`src/rtl/spi_target_pkg.sv`:
```
// spi_target_pkg: shared state type and SPI mode constants for the SPI responder
package spi_target_pkg;
  typedef enum logic {IDLE, ACTIVE} state_t;
  localparam logic [1:0] SPI_MODE = 2'd0;
  localparam logic SPI_CPOL = SPI_MODE[1];
  localparam logic CS_IDLE = 1'b1;
  localparam logic [7:0] FILL_DEFAULT = 8'hFF;
endpackage

```
`src/rtl/spi_target_if.sv`:
```
// spi_target_if: SPI pins plus byte-level TX/RX core handshake
interface spi_target_if #(parameter int W = 8);
  logic spi_clk, spi_cs_n, spi_mosi, spi_miso, spi_miso_en;
  logic [W-1:0] tx_data, rx_data;
  logic tx_valid, tx_ready, rx_valid, tx_underrun, frame_start, frame_end;
  modport slave (
    input  spi_clk, spi_cs_n, spi_mosi, tx_data, tx_valid,
    output spi_miso, spi_miso_en, tx_ready, rx_data, rx_valid, tx_underrun, frame_start, frame_end
  );
  modport master (
    output spi_clk, spi_cs_n, spi_mosi, tx_data, tx_valid,
    input  spi_miso, spi_miso_en, tx_ready, rx_data, rx_valid, tx_underrun, frame_start, frame_end
  );
endinterface

```
`src/rtl/spi_target_sync_ff.sv`:
```
// sync_ff: flop-chain synchroniser with a selectable reset level
module sync_ff #(
  parameter int STAGES = 2,
  parameter logic RST_VAL = 1'b0
) (
  input  logic clock,
  input  logic reset_n,
  input  logic d,
  output logic q
);
  logic [STAGES-1:0] r;
  always_ff @(posedge clock or negedge reset_n)
    if (!reset_n) r <= {STAGES{RST_VAL}};
    else r <= {r[STAGES-2:0], d};
  assign q = r[STAGES-1];
endmodule

```
`src/rtl/spi_target.sv`:
```
// spi_target: oversampling SPI mode-0 responder with a 1-entry TX buffer and RX byte strobe
module spi_target
  import spi_target_pkg::*;
#(
  parameter int W = 8,
  parameter int SYNC_STAGES = 2,
  parameter logic [W-1:0] FILL_BYTE = FILL_DEFAULT
) (
  input logic clock,
  input logic reset_n,
  spi_target_if.slave bus
);
  localparam int CW = $clog2(W);
  logic sclk_s, cs_s, mosi_s, sclk_q, cs_q;
  state_t state, state_nx;
  logic [CW-1:0] bit_cnt;
  logic [W-1:0] tx_shift, buf_data, rx_data;
  logic [W-2:0] rx_shift;
  logic buf_full, rx_valid, tx_underrun, frame_start, frame_end;
  logic start_f, end_f, rise, fall, last, load, accept;
  sync_ff #(.STAGES(SYNC_STAGES), .RST_VAL(SPI_CPOL)) u_sclk (.clock, .reset_n, .d(bus.spi_clk), .q(sclk_s));
  sync_ff #(.STAGES(SYNC_STAGES), .RST_VAL(CS_IDLE)) u_cs (.clock, .reset_n, .d(bus.spi_cs_n), .q(cs_s));
  sync_ff #(.STAGES(SYNC_STAGES), .RST_VAL(1'b0)) u_mosi (.clock, .reset_n, .d(bus.spi_mosi), .q(mosi_s));
  // CS deassertion masks any SCLK edge seen in the same cycle
  always_comb begin
    start_f = state == IDLE && cs_q && !cs_s;
    end_f = state == ACTIVE && !cs_q && cs_s;
    rise = state == ACTIVE && !end_f && sclk_s && !sclk_q;
    fall = state == ACTIVE && !end_f && !sclk_s && sclk_q;
    last = bit_cnt == CW'(W-1);
    load = start_f || (fall && bit_cnt == '0);
    accept = bus.tx_valid && !buf_full;
    state_nx = start_f ? ACTIVE : end_f ? IDLE : state;
  end
  always_ff @(posedge clock or negedge reset_n)
    if (!reset_n) begin
      state <= IDLE;
      sclk_q <= SPI_CPOL;
      cs_q <= CS_IDLE;
      bit_cnt <= '0;
      tx_shift <= '0;
      rx_shift <= '0;
      rx_data <= '0;
      buf_data <= '0;
      buf_full <= 1'b0;
      rx_valid <= 1'b0;
      tx_underrun <= 1'b0;
      frame_start <= 1'b0;
      frame_end <= 1'b0;
    end else begin
      state <= state_nx;
      sclk_q <= sclk_s;
      cs_q <= cs_s;
      rx_valid <= rise && last;
      tx_underrun <= load && !buf_full;
      frame_start <= start_f;
      frame_end <= end_f;
      buf_full <= accept || (buf_full && !load);
      if (accept) buf_data <= bus.tx_data;
      if (start_f || end_f) bit_cnt <= '0;
      else if (rise) bit_cnt <= last ? '0 : bit_cnt + 1'b1;
      if (rise) rx_shift <= {rx_shift[W-3:0], mosi_s};
      if (rise && last) rx_data <= {rx_shift, mosi_s};
      // a load while the buffer is empty sends the fill word instead
      if (load) tx_shift <= buf_full ? buf_data : FILL_BYTE;
      else if (fall) tx_shift <= tx_shift << 1;
    end
  assign bus.spi_miso = state == ACTIVE && tx_shift[W-1];
  assign bus.spi_miso_en = state == ACTIVE;
  assign bus.tx_ready = !buf_full;
  assign bus.rx_data = rx_data;
  assign bus.rx_valid = rx_valid;
  assign bus.tx_underrun = tx_underrun;
  assign bus.frame_start = frame_start;
  assign bus.frame_end = frame_end;
endmodule

```
`src/flat_wrapper.sv`:
```
// flat-port wrapper written by rule: the top's interface ports become plain ports
module spi_target_flat import spi_target_pkg::*;
#(
  parameter int W = 8,
  parameter int SYNC_STAGES = 2,
  parameter logic [W-1:0] FILL_BYTE = FILL_DEFAULT
)
  (clock, reset_n, bus_spi_clk, bus_spi_cs_n, bus_spi_mosi, bus_tx_data, bus_tx_valid, bus_spi_miso, bus_spi_miso_en, bus_tx_ready, bus_rx_data, bus_rx_valid, bus_tx_underrun, bus_frame_start, bus_frame_end);
  spi_target_if #(.W(W)) bus_i ();
  input logic clock;
  input logic reset_n;
  input wire logic [$bits(bus_i.spi_clk)-1:0] bus_spi_clk;
  input wire logic [$bits(bus_i.spi_cs_n)-1:0] bus_spi_cs_n;
  input wire logic [$bits(bus_i.spi_mosi)-1:0] bus_spi_mosi;
  input wire logic [$bits(bus_i.tx_data)-1:0] bus_tx_data;
  input wire logic [$bits(bus_i.tx_valid)-1:0] bus_tx_valid;
  output wire logic [$bits(bus_i.spi_miso)-1:0] bus_spi_miso;
  output wire logic [$bits(bus_i.spi_miso_en)-1:0] bus_spi_miso_en;
  output wire logic [$bits(bus_i.tx_ready)-1:0] bus_tx_ready;
  output wire logic [$bits(bus_i.rx_data)-1:0] bus_rx_data;
  output wire logic [$bits(bus_i.rx_valid)-1:0] bus_rx_valid;
  output wire logic [$bits(bus_i.tx_underrun)-1:0] bus_tx_underrun;
  output wire logic [$bits(bus_i.frame_start)-1:0] bus_frame_start;
  output wire logic [$bits(bus_i.frame_end)-1:0] bus_frame_end;
  assign bus_i.spi_clk = bus_spi_clk;
  assign bus_i.spi_cs_n = bus_spi_cs_n;
  assign bus_i.spi_mosi = bus_spi_mosi;
  assign bus_i.tx_data = bus_tx_data;
  assign bus_i.tx_valid = bus_tx_valid;
  assign bus_spi_miso = bus_i.spi_miso;
  assign bus_spi_miso_en = bus_i.spi_miso_en;
  assign bus_tx_ready = bus_i.tx_ready;
  assign bus_rx_data = bus_i.rx_data;
  assign bus_rx_valid = bus_i.rx_valid;
  assign bus_tx_underrun = bus_i.tx_underrun;
  assign bus_frame_start = bus_i.frame_start;
  assign bus_frame_end = bus_i.frame_end;
  spi_target #(.W(W), .SYNC_STAGES(SYNC_STAGES), .FILL_BYTE(FILL_BYTE)) u_core (.clock(clock), .reset_n(reset_n), .bus(bus_i));
endmodule
```
`config.mk`:
```
export PLATFORM = sky130hd
export DESIGN_NAME = spi_target_flat
export DESIGN_NICKNAME = d
export VERILOG_FILES = /design/src/rtl/spi_target_pkg.sv /design/src/rtl/spi_target_if.sv /design/src/rtl/spi_target_sync_ff.sv /design/src/rtl/spi_target.sv /design/src/flat_wrapper.sv
export SDC_FILE = /design/constraint.sdc
export NUM_CORES = 1
export LEC_CHECK = 0
export CORE_ASPECT_RATIO = 1.4
export CORE_UTILIZATION = 56
export CTS_CLUSTER_DIAMETER = 30
export DETAILED_ROUTE_END_ITERATION = 6
export PLACE_DENSITY = 0.92
export SYNTH_ARGS = -nofsm -noshare
export SYNTH_HDL_FRONTEND = slang
export SYNTH_SLANG_ARGS = --single-unit
```
`constraint.sdc`:
```
create_clock -name clock -period 3.3 [get_ports clock]
set_input_delay 0.66 -clock clock [delete_from_list [all_inputs] [get_ports clock]]
set_output_delay 0.66 -clock clock [all_outputs]
set_load 0.02 [all_outputs]
```
==> results_dict.tcl <==
set metrics [dict create \
    status "completed" \
    postCtsSetupBuffers 0 \
    p_switching_uw 425 \
    cp-end-kind "primary output" \
    cts_buffer_depth 2 \
    cellLeakagePower_nw 1.08 \
    cp_num_buf_inv 1 \
    skew_ns 0.0111 \
    r2r_end "u_core.bus.rx_data[7]" \
    hold_viol 0 \
    grt_pass1_wl_mm 5.60 \
    fp.dieArea_sq_um 3650 \
    track_usage 0.209 \
    grt_max_degree 49 \
    cap_violations 0 \
    detailed_place_hpwl_mm 2.32 \
    fill_cells 221 \
    critPathArrivalTime_ns 1.56 \
    p_per_area_nw_per_um2 698 \
    antenna_cells 0 \
    die_h_um 71.1 \
    cpPeakStageDelay_ns 0.59 \
    vias_per_cell 5.52 \
    ant_nets 0 \
    max_slew_margin 0.319 \
    synth_area_sq_um 1910 \
    grt_pass1_vias 1237 \
    area_delta_synth_final_pct 22.8 \
    num_io_pins 29 \
    hold_path.class "reg -> reg" \
    power.share.switching 0.260 \
    slew_violations 0 \
    internal_power_mw 1.21 \
    initial_utilization 0.601 \
    layout-drive-gt1-share 0.166 \
    power_frac_clock 0.296 \
    cts_tree "yes" \
    seq_power_share 0.501 \
    start_kind "flop" \
    drcViolationCount 0 \
    cts-resized-gates 0 \
    synth_warnings 0 \
    drt_iter0_markers 34 \
    yosysTopAreaCellShare 0.589 \
    insertion_delay_ns 0.30 \
    multiInputGateArea_sq_um 659 \
    comb_power_share 0.203 \
    fp.dieW_um 51.4 \
    r2r_cells 5 \
    seqCellArea_sq_um 1200 \
    cts.sinks 48 \
    gp_congestion 0.754 \
    port_buffers 28 \
    vdd_ir_drop_max_v 0.000517 \
    max_slew.worst_pin.slew_ns 1.02 \
    grt.overflow.total 0 \
    crit_family "buffers and inverters" \
    final_nets 197 \
    tns_ns 0 \
    ys_types 28 \
    seq_area_frac_synth 0.630 \
    worst_slack_ns 1.08 \
    cp.depth 2 \
    yosys.area.top_type "dfrtp_1" \
    ctsRootBufferMaster "clkbuf_8" \
    timing.rr.start "u_core.u_cs.r[1]" \
    yosys-top-cells-area "dfrtp_1, mux2_2, nand2_1, dfstp_2, o211a_1" \
    numCtsBuffers 5 \
    placementRows 24 \
    worstPathCellList "and2_1 -> clkdlybuf4s50_1" \
    slowest_stage "clkdlybuf4s50_1" \
    wl_per_cell_um 14.3 \
    crit_type "reg -> out" \
    worstSetupEndpoint "bus_spi_miso" \
    rrSetupSlack_ns 1.38 \
    required_ns 2.64 \
    crit_start "u_core.bus.spi_miso_en" \
    critPathMaxFanout 10 \
    fin_crit_sh 0.672 \
    avgSynthCellArea_sq_um 12.7 \
    setup_viol 0 \
    dr.pass1.iters 4 \
    ctsHoldBuffers 0 \
    core_region_area_sq_um 3180 \
    dr_total_vias 1215 \
    synth_nets 167 \
    rsz0062_at_grt "no" \
    fmax_mhz 451 \
    syn-instance-count 150 \
    ys_ff_latch 48 \
    fin_crit_ns 2.22 \
    drt-total-wl_mm 3.15 \
    htree_levels 2 \
    antenna_found_initial 0 \
    place_ws_ns 1.08 \
    cts.reportedPaths.clkPinSlew_ns 0.09 \
]
-- per-layer routing --
layer,GRT usage,routed length (um),vias to the layer above,part of all wire
li1,-,-,579,-
met1,0.231,1250,603,0.40
met2,0.374,1750,30,0.55
met5,0,0,-,0
met4,0.0721,29,0,0.0092
met3,0.0581,127,3,0.040
-- stage by stage --
step	util	cells	hold WS (ns)	total power, mW	instance area, sq um
after floorplan	-	150	0.331	1.05	1910
after global placement	0.696	212	0.333	1.13	2210
after detailed placement	0.696	212	0.335	1.17	2210
after CTS	0.737	220	0.346	1.66	2350
after global routing	0.737	220	0.367	1.73	2350
final	0.737	220	0.341	1.64	2350
-- cells in the mapped netlist --
cell / n
a22o_1: 2
or3_1: 8
nor2b_1: 3
nand4b_1: 1
nor4b_1: 1
clkbuf_2: 1
a21oi_1: 2
o22a_1: 1
and2_1: 2
or4_1: 7
nand3b_1: 1
nand2_1: 25
mux2_2: 16
or2b_1: 1
ha_1: 3
buf_4: 1
nor3b_2: 1
nor3_1: 1
o21ai_0: 3
dfstp_2: 3
dfrtp_1: 45
buf_2: 1
inv_1: 5
o2bb2a_4: 1
clkbuf_1: 3
a21o_1: 1
o211a_1: 7
nor2_1: 4
-- state kept, by name (all words and copies together), names as in the netlist --
register                cells
u_core.u_sclk.r             2
u_core.bus.rx_valid         1
u_core.bus.frame_start      1
u_core.rx_shift             7
u_core.tx_shift             8
u_core.bus.tx_underrun      1
u_core.cs_q                 1
u_core.u_cs.r               2
u_core.bus.rx_data          8
u_core.bus.frame_end        1
u_core.bus.spi_miso_en      1
u_core.u_mosi.r             2
u_core.buf_full             1
u_core.buf_data             8
u_core.sclk_q               1
u_core.bit_cnt              3
-- worst min path at each step --
stage                       startpoint                 end  slack, ns  depth (start not counted)
finish              u_core.u_mosi.r[0]  u_core.u_mosi.r[1]       0.34                          0
global route          u_core.u_cs.r[0]    u_core.u_cs.r[1]       0.37                          0
CTS                 u_core.u_mosi.r[0]  u_core.u_mosi.r[1]       0.35                          0
detailed placement  u_core.u_mosi.r[0]  u_core.u_mosi.r[1]       0.33                          0
global placement    u_core.u_mosi.r[0]  u_core.u_mosi.r[1]       0.33                          0
floorplan           u_core.u_mosi.r[0]  u_core.u_mosi.r[1]       0.33                          0
-- placed cells by master, fill, tap and decap left out, types with 2 or more instances in the layout --
| cell | Yosys | routed |
|---|---|---|
| inv_1 | 5 | 5 |
| clkbuf_8 | 0 | 5 |
| ha_1 | 3 | 3 |
| clkdlybuf4s50_1 | 0 | 27 |
| o21ai_0 | 3 | 3 |
| a21oi_1 | 2 | 2 |
| dfrtp_1 | 45 | 45 |
| mux2_2 | 16 | 16 |
| nor2_1 | 4 | 4 |
| nor2b_1 | 3 | 3 |
| bufinv_16 | 0 | 2 |
| or4_1 | 7 | 7 |
| or3_1 | 8 | 8 |
| nand2_1 | 25 | 25 |
| and2_1 | 2 | 2 |
| a22o_1 | 2 | 2 |
| o211a_1 | 7 | 7 |
| dfstp_2 | 3 | 3 |
-- cells by family after synthesis --
family,count (synthesis),share of synthesized area
simple gates,55,0.153
flops,48,0.630
buf+inv,11,0.0249
mux,16,0.0942
fa+ha+maj,3,0.0196
compound gates,17,0.0779
-- final cells by class --
cell class,count,share of cell area
Clock inverter,2,0.0256
Clock buffer,6,0.0309
Sequential cell,48,0.513
Tap cell,39,0.0208
Multi-Input combinational cell,91,0.281
Timing Repair Buffer,29,0.120
Inverter,5,0.00800
-- power groups by stage --
stage / clock network [mW] / registers [mW] / logic [mW]
floorplan: 0 / 0.807 / 0.238
global placement: 0 / 0.821 / 0.308
detailed placement: 0 / 0.834 / 0.336
CTS: 0.496 / 0.821 / 0.337
global route: 0.520 / 0.839 / 0.372
finish: 0.485 / 0.821 / 0.332
Power figures use the tool's default switching activity.
